## config.mk

```make
export PLATFORM = sky130hd
export DESIGN_NAME = i2s_tx_serializer_flat
export DESIGN_NICKNAME = d
export VERILOG_FILES = /design/src/rtl/i2s_tx_serializer_pkg.sv /design/src/rtl/i2s_tx_serializer_if.sv /design/src/rtl/i2s_tx_serializer_bit_order.sv /design/src/rtl/i2s_tx_serializer.sv /design/src/flat_wrapper.sv
export SDC_FILE = /design/constraint.sdc
export NUM_CORES = 1
export LEC_CHECK = 0
export ABC_CLOCK_PERIOD_IN_PS = 3180
export CORE_ASPECT_RATIO = 1.25
export CORE_MARGIN = 8
export CORE_UTILIZATION = 52
export DETAILED_ROUTE_END_ITERATION = 6
export HOLD_SLACK_MARGIN = 0.1
export PLACE_DENSITY = 0.75
export SYNTH_ARGS = -nofsm -noshare
export SYNTH_HDL_FRONTEND = slang
export SYNTH_HIERARCHICAL = 1
export SYNTH_SLANG_ARGS = --single-unit
export TNS_END_PERCENT = 5
```

## constraint.sdc

```tcl
create_clock -name clk -period 3.18 [get_ports clk]
set_input_delay 0.318 -clock clk [delete_from_list [all_inputs] [get_ports clk]]
set_output_delay 0.318 -clock clk [all_outputs]
set_load 0.02 [all_outputs]
```

## src/rtl/i2s_tx_serializer_pkg.sv

```systemverilog
// Shared definitions for the I2S transmit serializer: word-select encoding and
// the slot-width legality rule.
package i2s_pkg;

    typedef enum logic {
        WS_LEFT  = 1'b0,
        WS_RIGHT = 1'b1
    } ws_e;

    // A slot needs the one-bit I2S delay period plus room for every data bit.
    function automatic int unsigned min_slot_w(input int unsigned data_w);
        return data_w + 1;
    endfunction

endpackage

```

## src/rtl/i2s_tx_serializer_if.sv

```systemverilog
// Sample-pair valid/ready handshake between the audio source and the serializer.
interface i2s_tx_serializer_if #(
    parameter int unsigned DATA_W = 16
);
    logic              in_valid;
    logic [DATA_W-1:0] in_left;
    logic [DATA_W-1:0] in_right;
    logic              in_ready;

    modport master (output in_valid, output in_left, output in_right, input  in_ready);
    modport slave  (input  in_valid, input  in_left, input  in_right, output in_ready);
endinterface

```

## src/rtl/i2s_tx_serializer_bit_order.sv

```systemverilog
// Combinational word reverser; passes the word through unchanged when REVERSE=0.
module i2s_bit_order #(
    parameter int unsigned DATA_W  = 16,
    parameter bit          REVERSE = 1'b0
) (
    input  logic [DATA_W-1:0] din,
    output logic [DATA_W-1:0] dout
);

    always_comb begin
        dout = din;
        if (REVERSE) begin
            for (int unsigned i = 0; i < DATA_W; i++) begin
                dout[i] = din[DATA_W-1-i];
            end
        end
    end

endmodule

```

## src/rtl/i2s_tx_serializer.sv

```systemverilog
// I2S transmit serializer: buffers one stereo pair and shifts it out with the
// standard one-bit delay after each word-select change.
module i2s_tx_serializer
    import i2s_pkg::*;
#(
    parameter int unsigned DATA_W    = 16,
    parameter int unsigned SLOT_W    = 32,
    parameter bit          MSB_FIRST = 1'b1
) (
    input  logic                clk,
    input  logic                rst_n,
    input  logic                sclk_en,
    i2s_tx_serializer_if.slave  in_if,
    output logic                ws,
    output logic                sd,
    output logic                frame_start,
    output logic                underrun
);

    localparam int unsigned     CNT_W    = $clog2(SLOT_W);
    localparam logic [CNT_W-1:0] LAST    = CNT_W'(SLOT_W - 1);
    localparam logic [CNT_W-1:0] DATA_END = CNT_W'(DATA_W);

    if (DATA_W < 1) begin : g_bad_data_w
        $error("i2s_tx_serializer: DATA_W must be at least 1");
    end
    if (SLOT_W < min_slot_w(DATA_W)) begin : g_bad_slot_w
        $error("i2s_tx_serializer: SLOT_W must be at least DATA_W+1");
    end

    logic [CNT_W-1:0]  bit_cnt_q, bit_cnt_d;
    ws_e               ch_q, ch_d;
    logic [DATA_W-1:0] pend_l_q, pend_l_d;
    logic [DATA_W-1:0] pend_r_q, pend_r_d;
    logic              pend_full_q, pend_full_d;
    logic [DATA_W-1:0] shreg_q, shreg_d;
    logic [DATA_W-1:0] r_hold_q, r_hold_d;
    logic              sd_q, sd_d;
    logic              frame_start_q, frame_start_d;
    logic              underrun_q, underrun_d;

    logic [DATA_W-1:0] pend_l_ord, pend_r_ord;
    logic              accept;

    i2s_bit_order #(.DATA_W(DATA_W), .REVERSE(!MSB_FIRST)) u_order_l (
        .din  (pend_l_q),
        .dout (pend_l_ord)
    );

    i2s_bit_order #(.DATA_W(DATA_W), .REVERSE(!MSB_FIRST)) u_order_r (
        .din  (pend_r_q),
        .dout (pend_r_ord)
    );

    assign accept = in_if.in_valid && !pend_full_q;

    always_comb begin
        bit_cnt_d     = bit_cnt_q;
        ch_d          = ch_q;
        pend_l_d      = pend_l_q;
        pend_r_d      = pend_r_q;
        pend_full_d   = pend_full_q;
        shreg_d       = shreg_q;
        r_hold_d      = r_hold_q;
        sd_d          = sd_q;
        frame_start_d = 1'b0;
        underrun_d    = 1'b0;

        if (accept) begin
            pend_l_d    = in_if.in_left;
            pend_r_d    = in_if.in_right;
            pend_full_d = 1'b1;
        end

        if (sclk_en) begin
            if (bit_cnt_q == LAST) begin
                bit_cnt_d = '0;
                ch_d      = (ch_q == WS_LEFT) ? WS_RIGHT : WS_LEFT;
            end else begin
                bit_cnt_d = bit_cnt_q + 1'b1;
            end

            sd_d = 1'b0;
            if (bit_cnt_d == '0) begin
                if (ch_d == WS_LEFT) begin
                    frame_start_d = 1'b1;
                    // A full buffer means in_ready was low, so this never races an accept.
                    if (pend_full_q) begin
                        shreg_d     = pend_l_ord;
                        r_hold_d    = pend_r_ord;
                        pend_full_d = 1'b0;
                    end else begin
                        shreg_d    = '0;
                        r_hold_d   = '0;
                        underrun_d = 1'b1;
                    end
                end else begin
                    shreg_d = r_hold_q;
                end
            end else if (bit_cnt_d <= DATA_END) begin
                sd_d    = shreg_q[DATA_W-1];
                shreg_d = shreg_q << 1;
            end
        end
    end

    always_ff @(posedge clk or negedge rst_n) begin
        if (!rst_n) begin
            bit_cnt_q     <= LAST;
            ch_q          <= WS_RIGHT;
            pend_l_q      <= '0;
            pend_r_q      <= '0;
            pend_full_q   <= 1'b0;
            shreg_q       <= '0;
            r_hold_q      <= '0;
            sd_q          <= 1'b0;
            frame_start_q <= 1'b0;
            underrun_q    <= 1'b0;
        end else begin
            bit_cnt_q     <= bit_cnt_d;
            ch_q          <= ch_d;
            pend_l_q      <= pend_l_d;
            pend_r_q      <= pend_r_d;
            pend_full_q   <= pend_full_d;
            shreg_q       <= shreg_d;
            r_hold_q      <= r_hold_d;
            sd_q          <= sd_d;
            frame_start_q <= frame_start_d;
            underrun_q    <= underrun_d;
        end
    end

    assign in_if.in_ready = !pend_full_q;
    assign ws             = ch_q;
    assign sd             = sd_q;
    assign frame_start    = frame_start_q;
    assign underrun       = underrun_q;

endmodule

```

## src/flat_wrapper.sv

```systemverilog
// flat-port wrapper written by rule: the top's interface ports become plain ports
module i2s_tx_serializer_flat import i2s_pkg::*;
#(
    parameter int unsigned DATA_W    = 16,
    parameter int unsigned SLOT_W    = 32,
    parameter bit          MSB_FIRST = 1'b1
)
  (clk, rst_n, sclk_en, ws, sd, frame_start, underrun, in_if_in_valid, in_if_in_left, in_if_in_right, in_if_in_ready);
  i2s_tx_serializer_if #(.DATA_W(DATA_W)) in_if_i ();
  input  logic clk;
  input  logic rst_n;
  input  logic sclk_en;
  output logic ws;
  output logic sd;
  output logic frame_start;
  output logic underrun;
  input wire logic [$bits(in_if_i.in_valid)-1:0] in_if_in_valid;
  input wire logic [$bits(in_if_i.in_left)-1:0] in_if_in_left;
  input wire logic [$bits(in_if_i.in_right)-1:0] in_if_in_right;
  output wire logic [$bits(in_if_i.in_ready)-1:0] in_if_in_ready;
  assign in_if_i.in_valid = in_if_in_valid;
  assign in_if_i.in_left = in_if_in_left;
  assign in_if_i.in_right = in_if_in_right;
  assign in_if_in_ready = in_if_i.in_ready;
  i2s_tx_serializer #(.DATA_W(DATA_W), .SLOT_W(SLOT_W), .MSB_FIRST(MSB_FIRST)) u_core (.clk(clk), .rst_n(rst_n), .sclk_en(sclk_en), .in_if(in_if_i), .ws(ws), .sd(sd), .frame_start(frame_start), .underrun(underrun));
endmodule
```

* Word-level counts from Yosys, hierarchy flattened *
Cells that the tools add are included.
Widths: inputs -> output; s select.

word-level totals
  output and inout port bits = 5
  logic and storage cells = 44
  input bits = 36
  flip-flop bits (word level) = 74

cells by class
  add/sub/neg operators = 1
  eq/ne operators = 1
  multiplexer cells = 24
  $lt $le $gt $ge = 1
  reduce and logical (&&, ||, !) cells = 6
  bitwise gates (word level) = 1

operators with widths
  kind                 number
  $mux 16              5
  $mux 1               17
  $mux 5               2
  $add 5x1->5 const B  1
  $eq 5x5->1 const B   1
  $le 5x5->1 const B   1
  $logic_not 5->1      1
  $reduce_and 3->1     1
  $reduce_and 2->1     1
  $reduce_bool 2->1    1
  $logic_and 1x1->1    1
  $logic_not 1->1      1
  $not 1->1            1

* Longest topological paths before layout *
  depth after elaboration = 7
  mapped depth = 10
  mapped depth without buffers = 8

* By module *
Netlist, hierarchy kept.

by module, submodules not included
  module             cells each  seq. area each (sq um)  times used  area an instance (sq um)
  i2s_tx_serializer  299         1,859.3                 1           3,377.0
  i2s_bit_order      16          0.0                     2           120.1

* Least setup slack after synthesis *
Ideal clock, no wire load.

  path kind = register -> register
  start = reg u_core.bit_cnt_q[0]
  end = reg u_core.shreg_q[10]
  slack = 0.822 ns
  data arrival time = 2.233 ns
  period minus slack after synthesis = 2.358 ns
  library setup time = 0.125 ns
  buffers on the path = 2
  cell stages (with the launch flop) = 11
  data required time = 3.055 ns
  cells stage by stage = dfstp_2 -> ha_1 -> and3_1 -> ha_1 -> nor2_1 -> mux2_4 -> nor3_1 -> buf_4 -> buf_8 -> mux2i_1 -> mux2i_1

on the way
  word-level cells in the longest chain between the ends = 6
  elaborated cells on any way between the ends = 12
  those cells by class = add/sub: 1; order compare: 1; eq/ne: 1; mux: 6; reduce/logical: 3

ends and longest elaborated chain
  what                                                  RTL line                                           RTL
  from (decl)                                           i2s_tx_serializer.sv:31                            logic [CNT_W-1:0] bit_cnt_q, bit_cnt_d;
  from (signal assigned)                                i2s_tx_serializer.sv:120                           bit_cnt_q <= bit_cnt_d;
  $add 5x1->5 / $eq 5x5->1 (equally long branches)      i2s_tx_serializer.sv:80, i2s_tx_serializer.sv:76
  $mux 5                                                i2s_tx_serializer.sv:76                            if (bit_cnt_q == LAST) begin
  $mux 5                                                i2s_tx_serializer.sv:75                            if (sclk_en) begin
  $le 5x5->1 / $logic_not 5->1 (equally long branches)  i2s_tx_serializer.sv:100, i2s_tx_serializer.sv:84
  $reduce_bool 2->1 (no line)                           n/a
  $reduce_and 2->1 (no line)                            n/a
  to (signal assigned)                                  i2s_tx_serializer.sv:125                           shreg_q <= shreg_d;
  to (decl)                                             i2s_tx_serializer.sv:36                            logic [DATA_W-1:0] shreg_q, shreg_d;

Parallel ways exist; a longest one is shown, timed or not. The select of a mux whose other input is x is not followed.
A chain may end at the register's enable or synchronous reset.

* Worst setup path after layout *
  start = reg u_core.bit_cnt_q[0]
  end = reg u_core.sd_q, in the netlist u_core/sd

on the way
  word-level cells in the longest chain between the ends = 6
  elaborated cells on any way between the ends = 8
  those cells by class = add/sub: 1; order compare: 1; eq/ne: 1; mux: 4; reduce/logical: 1

ends and longest elaborated chain
  what                                              RTL line                                          RTL
  $add 5x1->5 / $eq 5x5->1 (equally long branches)  i2s_tx_serializer.sv:80, i2s_tx_serializer.sv:76
  $mux 5 (*)                                        i2s_tx_serializer.sv:76
  $mux 5 (*)                                        i2s_tx_serializer.sv:75
  $le 5x5->1                                        i2s_tx_serializer.sv:100                          end else if (bit_cnt_d <= DATA_END) begin
  $mux 1                                            i2s_tx_serializer.sv:100
  $mux 1 (*)                                        i2s_tx_serializer.sv:84                           if (bit_cnt_d == '0) begin
  to (signal assigned)                              i2s_tx_serializer.sv:116                          sd_q <= 1'b0;
  to (signal assigned)                              i2s_tx_serializer.sv:127                          sd_q <= sd_d;
  to (decl)                                         i2s_tx_serializer.sv:38                           logic sd_q, sd_d;

Mark *: on every way between the ends. The rest lies on a longest branch, timed or not. The select of a mux whose other input is x is not followed.

==> results.yml <==
power_and_ir_drop:
  switchingPower_mw: 1.15
  p_int_mw: 2.28
  p_seq_share_pct: 48.3
  ir_worst_vdd_mv: 0.416
  cellPowerDensity_mw_per_mm2: 853
  switching_share_pct: 33.4
  combPwrFrac_pct: 33.8
  clkPwrFrac_pct: 17.9
  p_leak_nw: 1.76
critical_path:
  cp_num_cells: 8
  regToRegEndpoint: "u_core/sd"
  r2r_slack_ns: 0.48
  r2r_start: "u_core/bit_cnt_q[0]"
  critPathSlowestCell: "dfstp_2"
  critPathTopFamily: "simple AND/OR/NAND/NOR gates"
  cp_num_buf_inv: 0
  worstSetupStartpoint: "u_core/bit_cnt_q[0]"
  crit_path_end: "u_core/sd"
  crit_required_ns: 3.41
  cp_max_fo: 17
  crit_arrival_ns: 2.93
  crit_chain: "ha_1 > and3_1 > ha_1 > nor2_1 > mux2_4 > o21ai_0 > nand2_2 > o32ai_1"
  slowest_delay_ns: 0.57
  reg2reg_depth: 8
  setup.worst_path.class: "register to register"
  crit_top_cell: "ha_1"
  start_kind: "register"
  cp-end-kind: "register"
detailed_routing:
  drtAntennaViolNets: 0
  finalWirelength_um: 6460
  remaining_drc_errors: 0
  drt_iter0_drc: 184
  dr_total_vias: 2227
  avgViaCountPerCell: 5.12
  wl_per_cell_um: 14.8
  drt-pass1-iter-count: 4
min_path:
  hp-class: "input pin to async pin"
clock_tree:
  cts_resized: 0
  clock-sinks: 74
  htreeDepth: 3
  clkLatencyLatePin_ns: 0.33
  clockBufferDepth: 2
  cts_buffers: 9
  cts_tree: "built"
  root_buffer: "clkbuf_8"
  clk_pin_slew_worst_paths_ns: 0.07
placed_design:
  port_buffers: 40
  dp_cells: 418
  dp_hpwl_um: 4560
  gp_routability_congestion: 0.733
floorplan:
  io_pins: 41
  rows: 34
  core_area_sq_mm: 0.00685
  die_h_um: 109
  chipWidth_um: 90.6
  die_area_sq_mm: 0.00990
  initial_utilization_pct: 52.8
layout:
  nets: 379
  final_cell_count_no_fill: 435
  diodes: 0
  fin_util_pct: 58.6
  drive_above_1_share_pct: 19.7
  area_growth_pct: 11.0
outcome:
  status: "complete, no violations"
global_routing:
  antenna_found_initial: 0
  grt_pass1_wl_um: 11300
  grt_max_degree: 36
  grt_overflow: 0
  grt_pass1_vias: 2427
  track_usage_pct: 14.0
job:
  max-cap-violations: 0
sta:
  fmax_mhz: 371
  finalCriticalPeriod_ns: 2.70
  setup_viol: 0
  rsz0062_at_grt: "false"
  fin_crit_sh_pct: 84.8
  maxSlewHeadroom_pct: 59.7
  totalNegativeSetupSlack_ns: 0
  fin_skew_ns: 0.00696
  tightest_slew_ns: 0.597
  slew_violations: 0
  hold_viol_final: 0
synth:
  synth_top_cell_by_area: "dfrtp_1"
  syn-cell-area_sq_mm: 0.00362
  synth.top_cell.area_share_pct: 47.0
  synth.distinct_cells: 28
  synth_area_leaders: "dfrtp_1 (47%), mux2_2 (11%), mux2i_1 (8.6%), buf_4 (7.1%), o21ai_0 (5.0%)"
  synthesis.nets: 370
  yosysWarnings: 6
  ys_seq_area_share_pct: 51.4
  ys_ff_latch: 74
  syn_inst: 331
  avgSynthCellArea_sq_um: 10.9
cells in the final DEF (no fill, tap or decap), drive strengths merged, types with 2 or more instances in the layout:
master	n
buf	8
clkbuf	13
clkdlybuf4s50	39
clkinv	3
dfrtp	68
dfstp	6
ha	3
inv	33
mux2	36
mux2i	31
nand2	35
nand2b	3
nand3	17
nor2b	2
o21ai	36
xnor2	2
layer usage:
layer | share of wire, % | routed length [um] | track usage (%)
met5 | 0 | 0 | 0
met4 | 1.6 | 102 | 5.84
met3 | 2.8 | 183 | 3.58
met2 | 50 | 3230 | 23.3
met1 | 46 | 2940 | 17.1
registers in the layout, summed over array words and instances, names as in the netlist:
| signal | cells |
|---|---|
| u_core/pend_full_q | 1 |
| u_core/pend_r_q | 16 |
| u_core/bit_cnt_q | 5 |
| u_core/frame_start | 1 |
| u_core/sd | 1 |
| u_core/underrun | 1 |
| u_core/r_hold_q | 16 |
| u_core/shreg_q | 16 |
| u_core/pend_l_q | 16 |
| u_core/ws | 1 |
area by class of cell:
class / count / area (sq um)
flip-flops and latches: 74 / 1860
clock inverters: 3 / 15.0
repair buffers: 48 / 458
inverters: 33 / 124
multi-input cells: 174 / 1300
well taps: 90 / 113
fillers: 588 / 2830
clock buffers: 13 / 149
what timing repair did:
item	CTS	global route
setup buffers	0	0
hold endpoints to repair	22	0
hold buffers	1	0
power groups by stage:
stage | Clock, mW | Sequential, mW | Combinational [mW]
6_report | 0.613 | 1.66 | 1.16
2_1_floorplan | 0 | 1.58 | 1.19
5_1_grt | 0.676 | 1.71 | 1.30
3_5_place_dp | 0 | 1.67 | 1.16
3_3_place_gp | 0 | 1.65 | 1.12
4_1_cts | 0.631 | 1.66 | 1.17
stage by stage:
stage	setup WS, ns	power [mW]	cell area, sq um	hold slack [ns]
final	0.483	3.42	4020	0.493
after global routing	0.290	3.68	4020	0.525
after CTS	0.457	3.46	4020	0.495
after detailed placement	0.486	2.84	3840	0.326
after global placement	0.630	2.77	3840	0.321
after floorplan	0.822	2.77	3620	0.0224
worst reg2reg max path, stage by stage, from the launching register on:
cell,delay [ns]
dfstp_2,0.57
ha_1,0.23
and3_1,0.17
ha_1,0.29
nor2_1,0.08
mux2_4,0.31
o21ai_0,0.25
nand2_2,0.35
o32ai_1,0.35
logic make-up (layout without fill, tap and decap cells):
kind of cell,after synthesis,after routing,synth area share (%)
buf+inv,83,97,13.1
flops,74,74,51.4
mux,67,67,19.9
simple gates,62,62,8.09
compound gates,39,39,5.71
fa+ha+maj,3,3,1.04
xor+xnor,3,3,0.727
Yosys cell counts:
library cell,instances
dfrtp_1,68
o21ai_0,36
mux2_2,35
buf_4,34
nand2_1,34
inv_1,33
mux2i_1,31
nand3_1,17
clkbuf_1,10
dfstp_2,6
buf_6,3
ha_1,3
nand2b_1,3
buf_2,2
nor2b_1,2
xnor2_1,2
a32o_1,1
and2_1,1
and3_1,1
buf_8,1
mux2_4,1
nand2_2,1
nor2_1,1
nor3_1,1
nor4_4,1
o21bai_1,1
o32ai_1,1
xor2_1,1
worst min-delay path by stage:
stage,start,depth (start not counted),slack [ns],endpoint
2_1_floorplan,rst_n,0,0.02,u_core/frame_start
3_3_place_gp,rst_n,1,0.32,u_core/pend_full_q
3_5_place_dp,rst_n,1,0.33,u_core/pend_full_q
4_1_cts,rst_n,2,0.50,u_core/pend_full_q
5_1_grt,u_core/shreg_q[0],1,0.53,u_core/shreg_q[0]
6_report,rst_n,2,0.49,u_core/pend_full_q
No activity file was read; power rests on OpenSTA's default activity.
